## config.mk

```make
export PLATFORM = sky130hd
export DESIGN_NAME = instr_fetch_master_flat
export DESIGN_NICKNAME = d
export VERILOG_FILES = /design/src/rtl/instr_fetch_if.sv /design/src/rtl/instr_fetch_master.sv /design/src/flat_wrapper.sv
export SDC_FILE = /design/constraint.sdc
export NUM_CORES = 1
export LEC_CHECK = 0
export BUFFER_PORTS_ARGS = -buffer_cell sky130_fd_sc_hd__buf_4
export CAP_MARGIN = 20
export CORE_AREA = 8 8 164 127
export DETAILED_ROUTE_END_ITERATION = 10
export DIE_AREA = 0 0 172 135
export GPL_TIMING_DRIVEN = 0
export SYNTH_ARGS = -nofsm -noshare
export SYNTH_HDL_FRONTEND = slang
export SYNTH_SLANG_ARGS = --single-unit
export TNS_END_PERCENT = 50
```

## constraint.sdc

```tcl
create_clock -name i_clk -period 9 [get_ports i_clk]
set_clock_uncertainty 0.1 [all_clocks]
set_input_delay 2.25 -clock i_clk [delete_from_list [all_inputs] [get_ports i_clk]]
set_output_delay 2.25 -clock i_clk [all_outputs]
set_load 0.02 [all_outputs]
```

## src/rtl/instr_fetch_if.sv

```systemverilog
// Instruction-memory strobe/acknowledge bus between the fetch master and memory.
//   o_addr  : memory word address (master -> memory)
//   o_stb   : strobe, held with o_addr until i_ack (master -> memory)
//   o_burst : burst select, always 0 from this master (master -> memory)
//   i_ack   : one-cycle acknowledge (memory -> master)
//   i_instr : read data, valid in the i_ack cycle (memory -> master)
interface instr_fetch_if #(
  parameter int ADDR_W = 13
);
  logic [ADDR_W-1:0] o_addr;
  logic              o_stb;
  logic              o_burst;
  logic              i_ack;
  logic [31:0]       i_instr;

  modport master (
    output o_addr,
    output o_stb,
    output o_burst,
    input  i_ack,
    input  i_instr
  );

  modport slave (
    input  o_addr,
    input  o_stb,
    input  o_burst,
    output i_ack,
    output i_instr
  );
endinterface

```

## src/rtl/instr_fetch_master.sv

```systemverilog
// Instruction fetch master: serves IF-stage requests from a one-line buffer of
// BURST_LENGTH words and refills the line from instruction memory on a miss,
// one strobe/ack transaction per word with a one-cycle strobe gap between words.
// Optional feature macro: FETCH_TIMEOUT_EN adds an ack watchdog (TIMEOUT cycles)
// that aborts a stalled fill with a one-cycle o_err pulse.
// Ports:
//   i_clk, i_rst_n : clock, synchronous active-low reset
//   i_req, i_pc    : fetch request and byte address (sampled in IDLE only)
//   i_flush        : invalidate the line, abort any fill in progress
//   o_instr,o_valid: fetched instruction with one-cycle valid pulse
//   o_busy         : state is not IDLE
//   o_err          : one-cycle watchdog timeout pulse
//   mem            : instruction memory bus (instr_fetch_if.master)
module instr_fetch_master #(
  parameter int ADDR_W       = 13,
  parameter int BURST_LENGTH = 4,
  parameter int TIMEOUT      = 64
) (
  input  logic          i_clk,
  input  logic          i_rst_n,
  input  logic          i_req,
  input  logic [31:0]   i_pc,
  input  logic          i_flush,
  output logic [31:0]   o_instr,
  output logic          o_valid,
  output logic          o_busy,
  output logic          o_err,
  instr_fetch_if.master mem
);
  localparam int OFF_W = $clog2(BURST_LENGTH);
  localparam int TAG_W = ADDR_W - OFF_W;
  localparam logic [OFF_W-1:0] LAST_IDX = OFF_W'(BURST_LENGTH - 1);

`ifdef FETCH_TIMEOUT_EN
  typedef enum logic [2:0] {S_IDLE, S_FILL, S_GAP, S_RESP, S_ERR} state_t;
  localparam int WD_W = $clog2(TIMEOUT + 1);
  logic [WD_W-1:0] wd_q, wd_n;
`else
  typedef enum logic [1:0] {S_IDLE, S_FILL, S_GAP, S_RESP} state_t;
`endif

  state_t            state_q, state_n;
  logic [31:0]       line_q [BURST_LENGTH];
  logic [TAG_W-1:0]  tag_q, tag_n;
  logic [OFF_W-1:0]  off_q, off_n;
  logic [OFF_W-1:0]  idx_q, idx_n;
  logic              line_valid_q, line_valid_n;
  logic              store;
  logic [ADDR_W-1:0] req_waddr;
  logic [TAG_W-1:0]  req_tag;
  logic [OFF_W-1:0]  req_off;
  logic [OFF_W-1:0]  rd_off;
  logic [31:0]       resp_word;
  logic              unused_bits;

  assign req_waddr = i_pc[ADDR_W+1:2];
  assign req_tag   = req_waddr[ADDR_W-1:OFF_W];
  assign req_off   = req_waddr[OFF_W-1:0];

`ifdef FETCH_TIMEOUT_EN
  assign unused_bits = ^{i_pc[31:ADDR_W+2], i_pc[1:0]};
`else
  assign unused_bits = ^{i_pc[31:ADDR_W+2], i_pc[1:0], (TIMEOUT > 0)};
`endif

  assign o_busy      = (state_q != S_IDLE);
  assign mem.o_burst = 1'b0;

  always_comb begin
    state_n      = state_q;
    tag_n        = tag_q;
    off_n        = off_q;
    idx_n        = idx_q;
    line_valid_n = line_valid_q;
    store        = 1'b0;
`ifdef FETCH_TIMEOUT_EN
    wd_n         = wd_q;
`endif
    case (state_q)
      S_IDLE: begin
        if (i_req) begin
          off_n = req_off;
          // A flush in the same cycle wins, so the request is treated as a miss.
          if (!i_flush && line_valid_q && (req_tag == tag_q)) begin
            state_n = S_RESP;
          end else begin
            state_n      = S_FILL;
            tag_n        = req_tag;
            idx_n        = '0;
            line_valid_n = 1'b0;
`ifdef FETCH_TIMEOUT_EN
            wd_n         = '0;
`endif
          end
        end
      end
      S_FILL: begin
        if (i_flush) begin
          state_n = S_IDLE;
        end else if (mem.i_ack) begin
          store = 1'b1;
          if (idx_q == LAST_IDX) begin
            state_n      = S_RESP;
            line_valid_n = 1'b1;
          end else begin
            state_n = S_GAP;
            idx_n   = idx_q + 1'b1;
          end
        end
`ifdef FETCH_TIMEOUT_EN
        else if (wd_q == WD_W'(TIMEOUT - 1)) begin
          state_n = S_ERR;
        end else begin
          wd_n = wd_q + 1'b1;
        end
`endif
      end
      S_GAP: begin
        // One idle strobe cycle lets the responder restart its delay count.
        if (i_flush) begin
          state_n = S_IDLE;
        end else begin
          state_n = S_FILL;
`ifdef FETCH_TIMEOUT_EN
          wd_n    = '0;
`endif
        end
      end
      S_RESP: state_n = S_IDLE;
`ifdef FETCH_TIMEOUT_EN
      S_ERR: begin
        state_n      = S_IDLE;
        line_valid_n = 1'b0;
      end
`endif
      default: state_n = S_IDLE;
    endcase
    if (i_flush) line_valid_n = 1'b0;
  end

  // Response word: a hit reads the requested offset now; a fill answers with the
  // latched offset, bypassing the array when that word arrives on the final ack.
  always_comb begin
    rd_off    = (state_q == S_IDLE) ? req_off : off_q;
    resp_word = line_q[rd_off];
    if (store && (idx_q == rd_off)) resp_word = mem.i_instr;
  end

  always_ff @(posedge i_clk) begin
    if (!i_rst_n) begin
      state_q      <= S_IDLE;
      tag_q        <= '0;
      off_q        <= '0;
      idx_q        <= '0;
      line_valid_q <= 1'b0;
      o_instr      <= '0;
      o_valid      <= 1'b0;
      mem.o_stb    <= 1'b0;
      mem.o_addr   <= '0;
    end else begin
      state_q      <= state_n;
      tag_q        <= tag_n;
      off_q        <= off_n;
      idx_q        <= idx_n;
      line_valid_q <= line_valid_n;
      o_valid      <= (state_n == S_RESP);
      mem.o_stb    <= (state_n == S_FILL);
      mem.o_addr   <= {tag_n, idx_n};
      if (state_n == S_RESP) o_instr <= resp_word;
    end
  end

  always_ff @(posedge i_clk) begin
    if (store) line_q[idx_q] <= mem.i_instr;
  end

`ifdef FETCH_TIMEOUT_EN
  always_ff @(posedge i_clk) begin
    if (!i_rst_n) begin
      wd_q  <= '0;
      o_err <= 1'b0;
    end else begin
      wd_q  <= wd_n;
      o_err <= (state_n == S_ERR);
    end
  end
`else
  assign o_err = 1'b0;
`endif

endmodule
```

## src/flat_wrapper.sv

```systemverilog
// flat-port wrapper written by rule: the top's interface ports become plain ports
module instr_fetch_master_flat 
#(
  parameter int ADDR_W       = 13,
  parameter int BURST_LENGTH = 4,
  parameter int TIMEOUT      = 64
)
  (i_clk, i_rst_n, i_req, i_pc, i_flush, o_instr, o_valid, o_busy, o_err, mem_o_addr, mem_o_stb, mem_o_burst, mem_i_ack, mem_i_instr);
  instr_fetch_if #(.ADDR_W(ADDR_W)) mem_i ();
  input  logic i_clk;
  input  logic i_rst_n;
  input  logic i_req;
  input  logic [31:0] i_pc;
  input  logic i_flush;
  output logic [31:0] o_instr;
  output logic o_valid;
  output logic o_busy;
  output logic o_err;
  output wire logic [$bits(mem_i.o_addr)-1:0] mem_o_addr;
  output wire logic [$bits(mem_i.o_stb)-1:0] mem_o_stb;
  output wire logic [$bits(mem_i.o_burst)-1:0] mem_o_burst;
  input wire logic [$bits(mem_i.i_ack)-1:0] mem_i_ack;
  input wire logic [$bits(mem_i.i_instr)-1:0] mem_i_instr;
  assign mem_o_addr = mem_i.o_addr;
  assign mem_o_stb = mem_i.o_stb;
  assign mem_o_burst = mem_i.o_burst;
  assign mem_i.i_ack = mem_i_ack;
  assign mem_i.i_instr = mem_i_instr;
  instr_fetch_master #(.ADDR_W(ADDR_W), .BURST_LENGTH(BURST_LENGTH), .TIMEOUT(TIMEOUT)) u_core (.i_clk(i_clk), .i_rst_n(i_rst_n), .i_req(i_req), .i_pc(i_pc), .i_flush(i_flush), .o_instr(o_instr), .o_valid(o_valid), .o_busy(o_busy), .o_err(o_err), .mem(mem_i));
endmodule
```

# Word level (Yosys, flattened, before mapping)
# Memory sizes are Yosys's and may differ from the RTL's. A register that Yosys moved wholly into a read port is not among the register bits.
# Index checks and enable logic that the tools add are counted.
# op_classes
eq_ne	11
n_addsub	1
n_mux	27
reduce_logical	10
bitwise_logic	1
# ops
operator	n
11-bit two-way mux	3
2-bit two-way mux	10
11-bit == test	1
1-bit two-way mux	11
2-bit == test (second input constant)	4
2-bit one-hot mux with 4 select lines	1
2-bit inequality test (second input constant)	3
5-bit AND reduction	1
2-bit by 1-bit == test with 1-bit output (second input constant)	2
2-bit one-hot mux with 2 select lines	1
2-bit nonzero test	2
2-bit by 1-bit adder with 2-bit output (second input constant)	1
1-bit logical AND	2
1-bit logical NOT	2
2-bit logical NOT	1
2-bit by 1-bit inequality test with 1-bit output (second input constant)	1
1-bit one-hot mux with 2 select lines	1
2-bit AND reduction	1
2-bit OR reduction	1
1-bit inverter	1
# word_totals
out_inout_bits	50
word_cells	59
mem_count	1
register_bits	33
ramBits	128
# memory_table
memory	words	width	rd	rd_clocked_by_memory_dff	write_ports	line_no	source
u_core.line_q	4	32	1	1	1	instr_fetch_master.sv:43	logic [31:0] line_q [BURST_LENGTH];

# Longest topological paths before layout
# Gate-level depths: netlist (run 1).
# logic_depth
depth_word	7
ltp_mapped	8
depth_no_buf	5

# Worst setup path before layout (run 1)
# OpenSTA, ideal clock, no wires.
# synth_path
path_type	in2reg
start	input port i_flush
end	memory u_core.line_q[1][0] (enable)
n_path_buf	1
required_ns	8.399
slack_ns	2.837
t_arrival_ns	5.561
path_stages	2
cell_sequence	buf_2 -> nor4_1
# synth_between
elab_chain_len	4
# synth_lines
item	line_no	source
from (decl)	flat_wrapper.sv:14	input logic i_flush;
1-bit two-way mux	instr_fetch_master.sv:98	if (i_flush) begin
1-bit two-way mux	instr_fetch_master.sv:79	case (state_q)
1-bit two-way mux	instr_fetch_master.sv:174	if (store) line_q[idx_q] <= mem.i_instr;
1-bit two-way mux (implied by the code)	instr_fetch_master.sv:174	
to (decl)	instr_fetch_master.sv:43	
# Every way passes these cells.

# Worst setup path in the final report (run 1)
# layout_path
start	input port i_flush
end	register u_core.o_instr[22], read port of u_core.line_q
# layout_between
elab_chain_len	7
elab_cells_between_ends	9
cone_classes	1 x eq/ne; 5 x mux; 3 x reduce/logical
# layout_lines
item	line_no	source
1-bit logical NOT	instr_fetch_master.sv:84	if (!i_flush && line_valid_q && (req_tag == tag_q)) begin
1-bit logical AND (2 in series)	instr_fetch_master.sv:84	
2-bit two-way mux	instr_fetch_master.sv:84	
2-bit two-way mux	instr_fetch_master.sv:81	if (i_req) begin
2-bit one-hot mux with 4 select lines (*)	instr_fetch_master.sv:79	
2-bit == test (*)	instr_fetch_master.sv:169	if (state_n == S_RESP) o_instr <= resp_word;
to (decl)	instr_fetch_master.sv:24	output logic [31:0] o_instr,
# Every way passes the cells marked *; elsewhere a longest branch is shown, timed or not.
# A chain may end at the register's enable or synchronous reset.

==> results of run 1 <==
==> cell usage after synthesis, drive strengths merged <==
cell type  number  area, µm²
o221a           1       11.3
nand4           6       37.5
dfxtp          52       1040
edfxtp        128       3840
nor3           12       60.1
a31oi           1       6.26
nand2          25       93.8
clkinv          1       3.75
a21o            1       7.51
xnor2          11       96.3
inv             5       18.8
clkbuf         15       56.3
a21oi          37        185
mux4           32        728
or3             1       6.26
a211oi          9       67.6
o21ai           3       15.0
o221ai          1       26.3
o31a            1       8.76
buf            15        116
o31ai          23        173
nor4            5       52.6
conb            1       3.75
or3b            2       17.5
or2             1       6.26
and3            4       25.0
nor2            9       33.8
mux2i          35        350
or2b            1       7.51
and2            2       12.5
nor2b           1       6.26
nor3b           1       12.5
==> per-stage QoR <==
step / hold slack [ps] / std cells / setup slack, ps
after floorplan: 333 / 443 / 2840
after global placement: 352 / 785 / -127
after detailed placement: 355 / 792 / 4280
after CTS: 372 / 824 / 4740
after global routing: 401 / 825 / 4530
final: 372 / 825 / 4730
==> final timing paths <==
check,startpoint,endpoint,slack [ps]
max reg2reg,u_core.state_q[0]$_SDFF_PN0_,u_core.o_instr[22]$_SDFFE_PN0N_,6270
min reg2reg,u_core.off_q[0]$_SDFFE_PN0P_,u_core.off_q[0]$_SDFFE_PN0P_,370
min,u_core.off_q[0]$_SDFFE_PN0P_,u_core.off_q[0]$_SDFFE_PN0P_,370
max,i_flush,u_core.o_instr[22]$_SDFFE_PN0N_,4730
==> report_power, final <==
| part | total [mW] | internal, mW | leakage [nW] | switching, mW |
|---|---|---|---|---|
| combinational | 0.129 | 0.0627 | 1.54 | 0.0661 |
| clock | 0.697 | 0.385 | 0.264 | 0.312 |
| sequential | 0.899 | 0.893 | 1.57 | 0.00503 |
| total | 1.72 | 1.34 | 3.38 | 0.383 |
==> cells by family after synthesis <==
logic type	after synthesis
compound gates	77
flops	180
xor+xnor	11
buf+inv	36
simple gates	70
mux	67
other cells	1
==> worst register-to-register path, delay by kind of cell, from the launching register on <==
kind | cells | cell delay, ps
simple gates | 3 | 1260
compound gates | 1 | 150
buf+inv | 2 | 660
flops | 1 | 430
==> placed cells by master (no fill, tap or decap), drive strengths merged, types with 4 or more instances in the layout <==
cell    instances
mux4           32
nor3           12
nand4           6
inv             9
edfxtp        128
xnor2          11
clkinv          6
nor4            5
nand2          25
a211oi          9
and3            4
dfxtp          52
buf           118
nor2            9
clkbuf         34
mux2i          35
o31ai          23
a21oi          37
==> area by class of cell <==
cell class | count | area, µm² | share of cell area [%]
plain buffers | 30 | 173 | 1.96
clock buffers | 19 | 433 | 4.90
clock inverters | 13 | 125 | 1.42
inverters | 6 | 22.5 | 0.255
multi-input cells | 227 | 2060 | 23.4
flip-flops and latches | 180 | 4880 | 55.3
well taps | 247 | 309 | 3.50
repair buffers | 103 | 818 | 9.27
==> state kept, by name (all words and copies together), names as in the netlist <==
register and cells:
u_core.o_valid 1, u_core.o_instr 32, u_core.state_q 2, u_core.mem.o_stb 1, u_core.tag_q 10, u_core.idx_q 1
u_core.line_q 128, u_core.line_valid_q 1, u_core.mem.o_addr 2, u_core.off_q 2
==> metal layers <==
metal / global-route usage [%] / routed length, µm / up-vias
met5: 0 / 0 / -
met4: 4.63 / 173 / 0
li1: - / - / 1984
met1: 20.4 / 7680 / 2140
met3: 3.94 / 1200 / 19
met2: 22.4 / 7430 / 139
==> results.sh, run 1 <==
export IMPL_grt_setup_unrepaired="no"
export IMPL_grt_pass1_vias=4420
export IMPL_core_area_um2=18200
export IMPL_area_growth_pct=23.8
export IMPL_worst_slew_pin_slew_ps=873
export IMPL_slew_headroom_pct=41.3
export IMPL_fin_util_pct=48.5
export IMPL_finalSetupTns_ps=0
export IMPL_status="finished, final reports clean"
export IMPL_cts_max_path_buffers=2
export IMPL_finalInstanceArea_um2=8830
export IMPL_synthMuxAreaShare_pct=15.1
export IMPL_drcViolationCount=0
export IMPL_gp_congestion=0.767
export IMPL_ys_warn_count=0
export IMPL_max_cap_violations=0
export IMPL_leakage_nw=3.38
export IMPL_cts_root_buf="clkbuf_16"
export IMPL_start_kind="input pin"
export IMPL_die_h_um=135
export IMPL_hold_depth=2
export IMPL_synth_seq_cells=180
export IMPL_io_buffer_count=95
export IMPL_hp_class="flip-flop to flip-flop"
export IMPL_timing_final_crit_share_pct=47.4
export IMPL_slowest_stage="nor4_4"
export IMPL_syn_mean_instance_area_um2=16.1
export IMPL_num_vias=4282
export IMPL_cp_depth=8
export IMPL_initial_core_util_pct=39.2
export IMPL_dieArea_um2=23200
export IMPL_vias_per_cell=5.19
export IMPL_cp_max_fo=10
export IMPL_synth_simple_gate_area_share_pct=5.21
export IMPL_p_total_mw=1.72
export IMPL_nFillCells=1593
export IMPL_clk_latency_ps=420
export IMPL_cts_tree="built"
export IMPL_synthCells=442
export IMPL_cp_required_ps=9180
export IMPL_drt_iter0_drc=280
export IMPL_numCtsBuffers=17
export IMPL_synth_xor_area_share_pct=1.35
export IMPL_ios=119
export IMPL_dpl_hpwl_um=11100
export IMPL_hold_buffers=0
export IMPL_wl_per_cell_um=20.0
export IMPL_dpl_cell_area_um2=8250
export IMPL_power_density_nw_per_um2=195
export IMPL_reg2regPathDepth=6
export IMPL_synth_cell_types=38
export IMPL_fp_row_count=43
export IMPL_clock_sinks=180
export IMPL_antenna_found_initial=0
export IMPL_synth_top_family_by_area="multiplexers"
export IMPL_hold_viol=0
export IMPL_setup_violations=0
export IMPL_htree_levels=4
export IMPL_cts_setup_buffers=0
export IMPL_grtUsageTotal_pct=14.8
export IMPL_drive_gt1_share_pct=32.4
export IMPL_layout_min_cycle_time_ps=4270
export IMPL_first_pass_iters=4
export IMPL_cts_resized=0
export IMPL_path_common_cell="buf_2"
export IMPL_path_delay_family="simple AND/OR/NAND/NOR gates"
export IMPL_seq_area_frac_synth_pct=68.5
export IMPL_synth_area_um2=7130
export IMPL_grt_overflow_total=0
export IMPL_synthAdderAreaFrac_pct=0
export IMPL_endpoint_kind="flip-flop"
export IMPL_synth_compound_area_share_pct=7.02
export IMPL_ir_drop_mv=0.118
export IMPL_path_cells="buf_2 -> nor2b_1 -> nand4_1 -> nor4_4 -> or2_2 -> buf_2 -> clkbuf_1 -> a21oi_1"
export IMPL_die_w_um=172
export IMPL_drv_slew=0
export IMPL_path_buf_inv=3
export IMPL_clk_pin_slew_worst_paths_ps=70
export IMPL_crit_type="input pin to flip-flop"
export IMPL_nNetsFinal=634
export IMPL_grt_pass1_wl_um=25700
export IMPL_max_stage_delay_ps=630
export IMPL_grt_max_degree=42
export IMPL_n_antenna_cell=0
export IMPL_cp_arrival_ps=4440
export IMPL_fmax_mhz=234
export IMPL_wl_um=16500
export IMPL_ant_nets=0
Power figures use the tool's default switching activity.
==> run 2: changes to the inputs <==
- clock period: 9 -> 4.1 ns (I/O delays scaled with it)
==> run 2 against run 1 <==
Core utilization up 0.17 points. Flip-flop and latch count is the same. Register-to-register slack worse by 4900 ps. Combinational power rose by 120%. Final area increased by 0.34%. Worst setup slack got worse by 3700 ps. First-iteration DRC count is 28% higher. Die area unchanged. Clock power up 140%. Final cell count shrank 0.36%. Hold slack got worse by 6.5 ps. Largest cell class unchanged.
==> results.sh, run 2 (synthesized netlist as in run 1, its figures left out) <==
export IMPL_largest_reg_flops=128
export IMPL_layout_min_cycle_time_ps=3060
export IMPL_max_stage_delay_ps=610
export IMPL_slowest_stage="nor4_4"
export IMPL_area_growth_pct=24.2
export IMPL_setup_violations=0
export IMPL_p_total_mw=3.91
export IMPL_power_density_nw_per_um2=441
export IMPL_cts_tree="built"
export IMPL_fp_row_count=43
export IMPL_drcViolationCount=0
export IMPL_grt_setup_unrepaired="no"
export IMPL_gp_congestion=0.741
export IMPL_ant_nets=0
export IMPL_timing_final_crit_share_pct=74.6
export IMPL_worst_slack_ps=1040
export IMPL_dpl_hpwl_um=11000
export IMPL_cts_setup_buffers=0
export IMPL_clk_pin_slew_worst_paths_ps=70
export IMPL_hold_buffers=0
export IMPL_reg_largest_list="u_core.line_q x128, u_core.o_instr x32, u_core.tag_q x10"
export IMPL_numCtsBuffers=17
export IMPL_pre_cts_ws_ps=580
export IMPL_cp_arrival_ps=3240
export IMPL_ios=119
export IMPL_grtUsageTotal_pct=15.0
export IMPL_wl_per_cell_um=20.2
export IMPL_nNetsFinal=631
export IMPL_io_buffer_count=95
export IMPL_grt_pass1_vias=4465
export IMPL_cts_resized=0
export IMPL_slew_headroom_pct=42.1
export IMPL_layout_cells_most_common="edfxtp_1"
export IMPL_num_vias=4234
export IMPL_wl_um=16600
export IMPL_endpoint_kind="flip-flop"
export IMPL_cp_max_fo=10
export IMPL_cts_root_buf="clkbuf_16"
export IMPL_initial_core_util_pct=39.2
export IMPL_first_pass_iters=4
export IMPL_core_area_um2=18200
export IMPL_drt_iter0_drc=358
export IMPL_dieArea_um2=23200
export IMPL_clk_latency_ps=420
export IMPL_cts_max_path_buffers=2
export IMPL_worst_slew_pin_slew_ps=862
export IMPL_start_kind="input pin"
export IMPL_drive_gt1_share_pct=32.3
export IMPL_cp_required_ps=4280
export IMPL_antenna_found_initial=0
export IMPL_n_antenna_cell=0
export IMPL_clock_sinks=180
export IMPL_nFillCells=1621
export IMPL_finalSetupTns_ps=0
export IMPL_crit_type="input pin to flip-flop"
export IMPL_grt_max_degree=42
export IMPL_hold_viol=0
export IMPL_largest_register="u_core.line_q"
export IMPL_grt_overflow_total=0
export IMPL_hp_class="flip-flop to flip-flop"
export IMPL_die_w_um=172
export IMPL_r2r_slack_ps=1400
export IMPL_vias_per_cell=5.15
export IMPL_path_cells="buf_4 -> xnor2_1 -> nand4_1 -> nor4_4 -> or2_2 -> buf_2 -> clkbuf_1 -> a21oi_1"
export IMPL_max_cap_violations=0
export IMPL_status="finished, final reports clean"
export IMPL_leakage_nw=3.38
export IMPL_die_h_um=135
export IMPL_fmax_mhz=327
export IMPL_drv_slew=0
export IMPL_grt_pass1_wl_um=26100
export IMPL_ir_drop_mv=0.292
export IMPL_final_cell_mix="edfxtp_1 (128), buf_4 (99), dfxtp_1 (52)"
export IMPL_htree_levels=4
[run 2: area by class of cell]
cell class                      count  area (µm²)  share of cell area [%]
Buffer                             30         173                    1.95
Clock buffer                       18         429                    4.84
Clock inverter                     14         173                    1.95
Inverter                            6        22.5                   0.254
Multi-Input combinational cell    227        2070                    23.4
Sequential cell                   180        4880                    55.1
Tap cell                          247         309                    3.49
Timing Repair Buffer              100         796                    8.98
[run 2: where the power goes]
part | total, mW | leakage, nW | internal (mW) | switching (mW)
sequential | 1.97 | 1.57 | 1.96 | 0.0104
combinational | 0.284 | 1.52 | 0.138 | 0.146
clock | 1.65 | 0.286 | 0.920 | 0.734
[run 2: per-stage QoR]
step                area [µm²]  instances  util [%]  hold WS (ps)
finish                    8860        822      48.7           366
floorplan                 7140        443         -           333
detailed placement        8240        789      45.3           359
global placement          8160        785      44.9           350
global route              8860        822      48.7           402
CTS                       8840        821      48.6           371
[run 2: path summary, 6_finish.rpt]
check / start / end / cells after the start
max: i_pc[12] / u_core.o_instr[31]$_SDFFE_PN0N_ / 8
min: u_core.off_q[0]$_SDFFE_PN0P_ / u_core.off_q[0]$_SDFFE_PN0P_ / 2
max reg2reg: u_core.state_q[0]$_SDFF_PN0_ / u_core.o_instr[31]$_SDFFE_PN0N_ / 6
min reg2reg: u_core.off_q[0]$_SDFFE_PN0P_ / u_core.off_q[0]$_SDFFE_PN0P_ / 2
[run 2: worst max-delay path, delay by kind of cell]
kind            cells  cell delay (ps)
buf+inv             3              780
xor+xnor            1              250
compound gates      1              150
simple gates        3             1020
[run 2: routing by layer]
layer  global-route usage [%]  vias up  share of wire, %
met5                        0        -                 0
met4                     4.01        0              0.58
met3                     4.72        9               7.4
met2                     22.7      123                45
met1                     20.4     2129                47
li1                         -     1973                 -
